==> config.mk <==
export PLATFORM = sky130hd
export DESIGN_NAME = wb_port_arbiter
export DESIGN_NICKNAME = d
export VERILOG_FILES = /design/src/rtl/wb_port_arbiter.sv
export SDC_FILE = /design/constraint.sdc
export NUM_CORES = 1
export LEC_CHECK = 0
export BUFFER_PORTS_ARGS = -buffer_cell sky130_fd_sc_hd__buf_4
export CORE_ASPECT_RATIO = 0.75
export CORE_MARGIN = 3
export CORE_UTILIZATION = 40
export DETAILED_ROUTE_END_ITERATION = 16
export GPL_TIMING_DRIVEN = 0
export SKIP_CTS_REPAIR_TIMING = 1
export SLEW_MARGIN = 40
export SYNTH_ARGS = -nofsm -noshare
export SYNTH_HDL_FRONTEND = slang
export SYNTH_SLANG_ARGS = --single-unit
==> constraint.sdc <==
create_clock -name clk -period 7.3 [get_ports clk]
set_clock_uncertainty 0.15 [all_clocks]
set_input_delay 0 -clock clk [delete_from_list [all_inputs] [get_ports clk]]
set_output_delay 0 -clock clk [all_outputs]
set_load 0.02 [all_outputs]
==> src/rtl/wb_port_arbiter.sv <==
// Register-file write-port arbiter: pipeline write-back always wins, auxiliary results wait in a FIFO.
// Optional macro WB_ARB_BYPASS_EN lets an aux result write directly when the port and FIFO are idle.
module wb_port_arbiter #(
    parameter int DEPTH        = 4,
    parameter int STARVE_LIMIT = 8
) (
    input  logic                   clk,
    input  logic                   rst,
    input  logic                   pipe_we_in,
    input  logic [4:0]             pipe_rd_in,
    input  logic [31:0]            pipe_data_in,
    input  logic                   aux_valid_in,
    output logic                   aux_ready_out,
    input  logic [4:0]             aux_rd_in,
    input  logic [31:0]            aux_data_in,
    output logic                   rf_we_out,
    output logic [4:0]             rf_rd_out,
    output logic [31:0]            rf_data_out,
    output logic                   pipe_stall_out,
    output logic [31:0]            pending_mask_out,
    output logic [$clog2(DEPTH):0] fifo_count_out
);

    localparam int AW = $clog2(DEPTH);
    localparam logic [AW:0]   DEPTH_C = (AW+1)'(DEPTH);
    localparam logic [AW:0]   CNT_ONE = (AW+1)'(1);
    localparam logic [AW-1:0] PTR_ONE = AW'(1);
    localparam logic [7:0]    LIMIT_C = 8'(STARVE_LIMIT);

    logic [4:0]       rd_q   [DEPTH];
    logic [31:0]      data_q [DEPTH];
    logic [DEPTH-1:0] valid_q, valid_d;
    logic [AW-1:0]    head_q, head_d;
    logic [AW-1:0]    tail_q, tail_d;
    logic [AW:0]      count_q, count_d;
    logic [7:0]       starve_q, starve_d;
    logic             stall_q, stall_d;

    logic pipe_live;
    logic fifo_empty;
    logic pop;
    logic push;
    logic bypass_fire;

    assign pipe_live  = pipe_we_in && (pipe_rd_in != 5'd0);
    assign fifo_empty = (count_q == '0);

    // Aux handshake: a result transfers on a rising edge where aux_valid_in and
    // aux_ready_out are both high; otherwise the source holds rd/data stable.
    assign aux_ready_out = (count_q < DEPTH_C);

`ifdef WB_ARB_BYPASS_EN
    assign bypass_fire = rst && !pipe_live && fifo_empty && aux_valid_in && (aux_rd_in != 5'd0);
`else
    assign bypass_fire = 1'b0;
`endif

    assign pop  = rst && !pipe_live && !fifo_empty;
    assign push = rst && aux_valid_in && aux_ready_out && (aux_rd_in != 5'd0) && !bypass_fire;

    always_comb begin
        rf_we_out   = 1'b0;
        rf_rd_out   = 5'd0;
        rf_data_out = 32'd0;
        if (rst) begin
            if (pipe_live) begin
                rf_we_out   = 1'b1;
                rf_rd_out   = pipe_rd_in;
                rf_data_out = pipe_data_in;
            end else if (!fifo_empty) begin
                rf_we_out   = 1'b1;
                rf_rd_out   = rd_q[head_q];
                rf_data_out = data_q[head_q];
            end else if (bypass_fire) begin
                rf_we_out   = 1'b1;
                rf_rd_out   = aux_rd_in;
                rf_data_out = aux_data_in;
            end
        end
    end

    always_comb begin
        head_d  = pop  ? head_q + PTR_ONE : head_q;
        tail_d  = push ? tail_q + PTR_ONE : tail_q;
        valid_d = valid_q;
        if (pop) begin
            valid_d[head_q] = 1'b0;
        end
        if (push) begin
            valid_d[tail_q] = 1'b1;
        end
        case ({push, pop})
            2'b10:   count_d = count_q + CNT_ONE;
            2'b01:   count_d = count_q - CNT_ONE;
            default: count_d = count_q;
        endcase
    end

    // Counter saturates so a very long starvation cannot wrap and lose the request.
    always_comb begin
        starve_d = 8'd0;
        if (!fifo_empty && pipe_live) begin
            starve_d = (starve_q == 8'hFF) ? starve_q : starve_q + 8'd1;
        end
        stall_d = pop ? 1'b0 : (stall_q || (starve_d >= LIMIT_C));
    end

    always_comb begin
        pending_mask_out = 32'd0;
        for (int i = 0; i < DEPTH; i++) begin
            if (valid_q[i]) begin
                pending_mask_out[rd_q[i]] = 1'b1;
            end
        end
        pending_mask_out[0] = 1'b0;
    end

    assign fifo_count_out = count_q;
    assign pipe_stall_out = stall_q;

    always_ff @(posedge clk) begin
        if (push) begin
            rd_q[tail_q]   <= aux_rd_in;
            data_q[tail_q] <= aux_data_in;
        end
    end

    always_ff @(posedge clk) begin
        if (!rst) begin
            head_q   <= '0;
            tail_q   <= '0;
            count_q  <= '0;
            valid_q  <= '0;
            starve_q <= 8'd0;
            stall_q  <= 1'b0;
        end else begin
            head_q   <= head_d;
            tail_q   <= tail_d;
            count_q  <= count_d;
            valid_q  <= valid_d;
            starve_q <= starve_d;
            stall_q  <= stall_d;
        end
    end

endmodule
# Word level (Yosys, flattened, before mapping)
# Memory sizes are Yosys's and may differ from the RTL's. A register that Yosys moved wholly into a read port is not among the register bits.
# Cells that the tools add are included.
# word_totals
ff_bits	20
ram_bits	148
input_bits	78
out_inout_bits	75
elab_cells	94
n_memories	2
# op_classes
n_addsub	5
magnitude_cmp	14
eq_ne	3
mux	36
n_bitwise	7
reduce_logical	21
# memory_table
memory	words	width	rd	rd_ports_with_merged_regs	write_ports	line_no	text
data_q	4	32	1	1	1	31	logic [31:0] data_q [DEPTH];
rd_q	4	5	5	1	1	30	logic [4:0] rd_q [DEPTH];
# ops
cell	n
32-bit two-way mux	7
32-bit bitwise OR	3
5-bit by 6-bit < comparator with 1-bit output, second input constant	4
1-bit demux with 5-bit select	4
5-bit by 1-bit >= comparator with 1-bit output, second input constant	4
8-bit two-way mux	2
5-bit two-way mux	3
1-bit logical AND	13
1-bit two-way mux	11
5-bit nonzero test	2
8-bit by 1-bit adder with 8-bit output, second input constant	1
8-bit == test, second input constant	1
8-bit by 4-bit >= comparator with 1-bit output, second input constant	1
2-bit two-way mux	4
4-bit two-way mux	2
2-bit by 3-bit < comparator with 1-bit output, second input constant	2
3-bit case mux with 2 select lines	1
2-bit by 1-bit adder with 2-bit output, second input constant	2
4-bit AND	1
1-bit demux with 2-bit select	2
2-bit by 1-bit >= comparator with 1-bit output, second input constant	2
4-bit inverter	1
4-bit bitwise OR	1
3-bit by 1-bit adder with 3-bit output, second input constant	1
10 further kinds	11

# Longest topological paths before layout
# An unclocked memory read counts as a cell.
# logic_depth
depth_word	12
ltp_mapped	10
ltp_nobuf	9

# Least setup slack after synthesis
# No wires, ideal clock.
# synth_timing
kind	register to register
from	register count_q[2], in the netlist fifo_count_out[2]
to	register count_q[2], in the netlist fifo_count_out[2]
setup_time_ns	0.076
arrival_time_ns	2.390
t_required_ns	7.074
path_slack_ns	4.684
stages_incl_launch_ff	11
path_buffers	1
synth_period_minus_slack_ns	2.616
cell_sequence	dfxtp_1 > inv_1 > nand3_1 > and3_2 > buf_4 > ha_1 > inv_1 > fa_1 > xor2_1 > or3_1 > a21boi_0
# synth_between
elab_chain_cells	5
elab_cells_between_ends	12
cone_classes	add/sub: 2; order compare: 1; eq/ne: 2; mux: 1; reduce/logical: 6
# synth_lines
item	line_no	text
from (decl)	35	logic [AW:0] count_q, count_d;
from (signal assigned)	139	count_q <= count_d;
3-bit < comparator (*)	50	assign aux_ready_out = (count_q < DEPTH_C);
via aux_ready_out	13	output logic aux_ready_out,
1-bit logical AND (*) (2 in series)	59	assign push = rst && aux_valid_in && aux_ready_out && (aux_rd_in != 5'd0) && !bypass_fire;
2-bit by 1-bit == test with 1-bit output or 2-bit == test (tied branches)	92	case ({push, pop})
3-bit case mux with 2 select lines or 2-bit nonzero test (tied branches)	-	
# The timed path passes the listed nets; every way through them passes the cells marked *.
# A chain may end at the register's enable or synchronous reset.

# Final worst setup path
# layout_timing
from	register count_q[2], in the netlist fifo_count_out[2]
to	register count_q[2], in the netlist fifo_count_out[2]
# layout_between
elab_chain_cells	5
elab_cells_between_ends	12
cone_classes	add/sub: 2; order compare: 1; eq/ne: 2; mux: 1; reduce/logical: 6
# layout_lines
item	line_no
3-bit < comparator or 3-bit logical NOT (tied branches)	50, 46
1-bit logical AND or 1-bit logical NOT (tied branches)	59, 58
1-bit logical AND, on equally long branches	59, 58
2-bit by 1-bit == test with 1-bit output or 2-bit == test (tied branches)	92
3-bit case mux with 2 select lines or 2-bit nonzero test (tied branches)	-
# Parallel ways exist; a longest one is shown, timed or not.

==> impl_metrics.ini <==
[drt]
drt-pass1-iter-count = 5
routed-wl-met2_um = 10100
wire_per_inst_um = 20.9
avgViaCountPerCell = 5.65
highest_layer = met4
route.antenna.remaining_nets = 0
routed-via-count = 5844
totalWireLength_um = 21600
m1WireLength_um = 9640
drt_drc_violations_left = 0
drt-initial-drc-count = 636
met3RoutedLength_um = 1570

[global_route]
gr-total-overflow = 0
grt_pass1_vias = 5636
wire_length_of_the_first_global_routing_pass_um = 32100
grt_usage_pct = 19.7
grt_antenna_before_repair = 0
grt_start_max_net_pins = 35

[synth]
netlist.top_cell.by_area = edfxtp_1
synthDistinctLibCells = 53
syn_area_mm2 = 0.00798
ys_top_cells_by_count = edfxtp_1 (148), nor2_1 (38), mux4_2 (37)
yosysWarningCount = 0
synth_seq_cells = 170
synthCells = 557
synthTopCellsByArea = edfxtp_1 (56%), mux4_2 (10%), dfxtp_1 (5.5%)
share_of_the_synthesized_netlist_area_taken_by_xor_and_xnor_gates_pct = 0.768
synth-simple-area-share_pct = 10.9
yosysMostFrequentCell = edfxtp_1
synthMuxAreaShare_pct = 11.1
post_synth_adder_cell_area_pct = 1.82
synth_top_family_by_area = compound AO/OA/AOI/OAI gates
sequential_cell_area_fraction_in_the_yosys_report_pct = 61.2
postSynthAreaPerCell_um2 = 14.3
synth_enable_flop_cells = 148
synth_nets = 646
synth_top_flop_cell = edfxtp_1
area_fraction_of_the_dominant_cell_type_after_synthesis_pct = 55.7
postSynth.asyncResetShare_pct = 0
synth_compound_gate_area_share_pct = 11.7

[floorplan]
floorplan.die.width_um = 169
std_cell_rows = 44
chip_height_um = 128
io_pins = 153
initial_core_util_pct = 40.9
fp.coreArea_mm2 = 0.0195
fp.dieArea_mm2 = 0.0217

[timing]
tightest_slew_ns = 0.836
layout_worst_path_cycle_share_pct = 39.0
final-max-slew-violation-count = 0
setup_violations = 0
achievable-frequency_mhz = 352
relSlewSlack_pct = 43.9
setup-tns-final_ns = 0
holdWs_ns = -0.0159
final_period_minus_worst_setup_slack_ns = 2.84
report.final.hold_viol_count = 1
grt_setup_unrepaired = false

[status]
violations_in_the_final_reports = negative hold slack
outcome = complete, but fails checks

[power_and_ir_drop]
p_leak_uw = 0.00372
power.ir.vdd_worst_v = 0.000119
pwr_density_cell_mw_per_mm2 = 224

[cts]
path_clk_slew_ns = 0.07
cts_num_sinks = 170
cts_tree = built
tritoncts.num_buffers = 17
clk_root_buf = clkbuf_16
h-tree-depth = 4
worstSkewPairLatency_ns = 0.42
max_clock_buf_depth = 2

[worst_setup_path]
timing.critical_path.to_type = flip-flop
cp-start-kind = flip-flop
rr_startpoint = fifo_count_out[2]
arrival_ns = 3.05
worstSetupPathType = reg -> reg
required_ns = 7.50
regToRegSetupSlack_ns = 4.46
crit-reg2reg-capture = fifo_count_out[2]
worst_r2r_path_depth = 10
critical_path_peak_fanout = 10

[worst_hold_path]
worstHoldStart = pipe_we_in
timing.hold.worst_path_depth = 4
worstHoldPathType = in -> reg
hold_path_end = pipe_stall_out

[layout]
share_of_cells_above_drive_strength_1_pct = 32.4
fillerInstances = 1641
finalNonFillerCells = 1034
flow.area_growth_from_synthesis_pct = 32.1
diodes = 0
finish.net_count = 858

[flow_run]
maxCapViolations = 0

[placement]
detailedPlacementHpwl_um = 15000
gp_congestion = 0.872
numPlacedInstances = 965
buffer_ports.inserted = 151
==> layout make-up <==
cell class / instances / area (µm²) / area share (%)
Timing Repair Buffer: 193 / 1610 / 15.3
Tap cell: 253 / 317 / 3.00
Buffer: 32 / 156 / 1.48
Multi-Input combinational cell: 343 / 2910 / 27.6
Sequential cell: 170 / 4880 / 46.4
Clock buffer: 18 / 429 / 4.07
Inverter: 12 / 45.0 / 0.428
Clock inverter: 13 / 186 / 1.77
==> critical path: stages (launching register included) <==
cell      delay (ns)
dfxtp_1         0.41
inv_1           0.12
nand3_1         0.28
and3_2          0.30
buf_4           0.24
ha_1            0.21
inv_1           0.06
fa_1            0.38
xor2_1          0.16
or3_1           0.29
a21boi_0        0.15
==> cells by family (layout without fill, tap and decap cells) <==
group	after synthesis	after routing
and+or+nand+nor	161	161
adders and majority gates	11	11
other	1	1
muxes	42	42
xor gates and xnor gates	7	7
buffers and inverters	44	268
DFF	170	170
AOI/OAI and AO/OA	121	121
==> state kept, by name (all words and copies together), names as in the netlist, named ones only <==
register / flops
data_q: 128
rd_q: 20
starve_q: 8
valid_q: 4
fifo_count_out: 3
head_q: 2
tail_q: 2
pipe_stall_out: 1
==> worst max path at each step <==
| stage | start | to | slack [ns] | depth (start not counted) |
|---|---|---|---|---|
| global placement | fifo_count_out[2] | data_q[1][2] | 4.25 | 3 |
| global route | fifo_count_out[0] | fifo_count_out[2] | 4.21 | 10 |
| CTS | fifo_count_out[2] | fifo_count_out[2] | 4.43 | 10 |
| floorplan | fifo_count_out[2] | fifo_count_out[2] | 4.68 | 10 |
| finish | fifo_count_out[2] | fifo_count_out[2] | 4.46 | 10 |
| detailed placement | pipe_rd_in[0] | fifo_count_out[2] | 4.19 | 11 |
==> metrics by stage <==
| stage | power [µW] | setup WS [ns] | utilization (%) | area [µm²] |
|---|---|---|---|---|
| 6_report | 2360 | 4.46 | 54.1 | 10500 |
| 5_1_grt | 2450 | 4.21 | 54.1 | 10500 |
| 4_1_cts | 2370 | 4.43 | 52.1 | 10200 |
| 3_5_place_dp | 1430 | 4.19 | 48.9 | 9540 |
| 3_3_place_gp | 1430 | 4.25 | 48.4 | 9430 |
| 2_1_floorplan | 1300 | 4.68 | - | 7980 |
==> per-layer routing <==
metal / up-vias / GRT usage, %
met5: - / 0
met4: 0 / 5.34
met3: 26 / 5.21
met2: 251 / 30.9
met1: 2907 / 27.5
li1: 2660 / -
==> power by group <==
| part | leakage (µW) | internal, µW | switching (µW) |
|---|---|---|---|
| combinational | 0.00190 | 161 | 173 |
| sequential | 0.00152 | 1080 | 11.9 |
| clock | 0.000298 | 549 | 386 |
==> cells in the final DEF, fill, tap and decap left out, types with 3 or more instances in the layout <==
master,synthesis,final
a21boi_0,20,20
a21oi_1,19,19
a221o_1,6,6
a22o_1,21,21
a22oi_1,5,5
a31oi_1,5,5
and2_1,10,6
and2_4,1,5
and3_1,4,4
and3b_1,4,4
buf_2,4,4
buf_4,4,155
bufinv_16,0,3
clkbuf_1,20,21
clkbuf_16,0,17
dfxtp_1,22,22
dlygate4sd3_1,0,38
edfxtp_1,148,148
ha_1,10,10
inv_1,12,12
inv_6,0,3
inv_8,0,3
mux2i_1,4,4
mux4_2,37,37
nand2_1,29,29
nand3_1,24,24
nand3b_1,12,12
nor2_1,38,38
nor2b_1,5,5
nor3_1,8,8
nor3b_1,5,4
o21a_1,4,4
o21ai_0,4,4
o221ai_1,24,24
o22ai_1,7,7
or3_1,4,4
or3b_2,8,8
xnor2_1,4,4
xor2_1,3,3
Note: power is estimated with default switching activity, not from simulation.
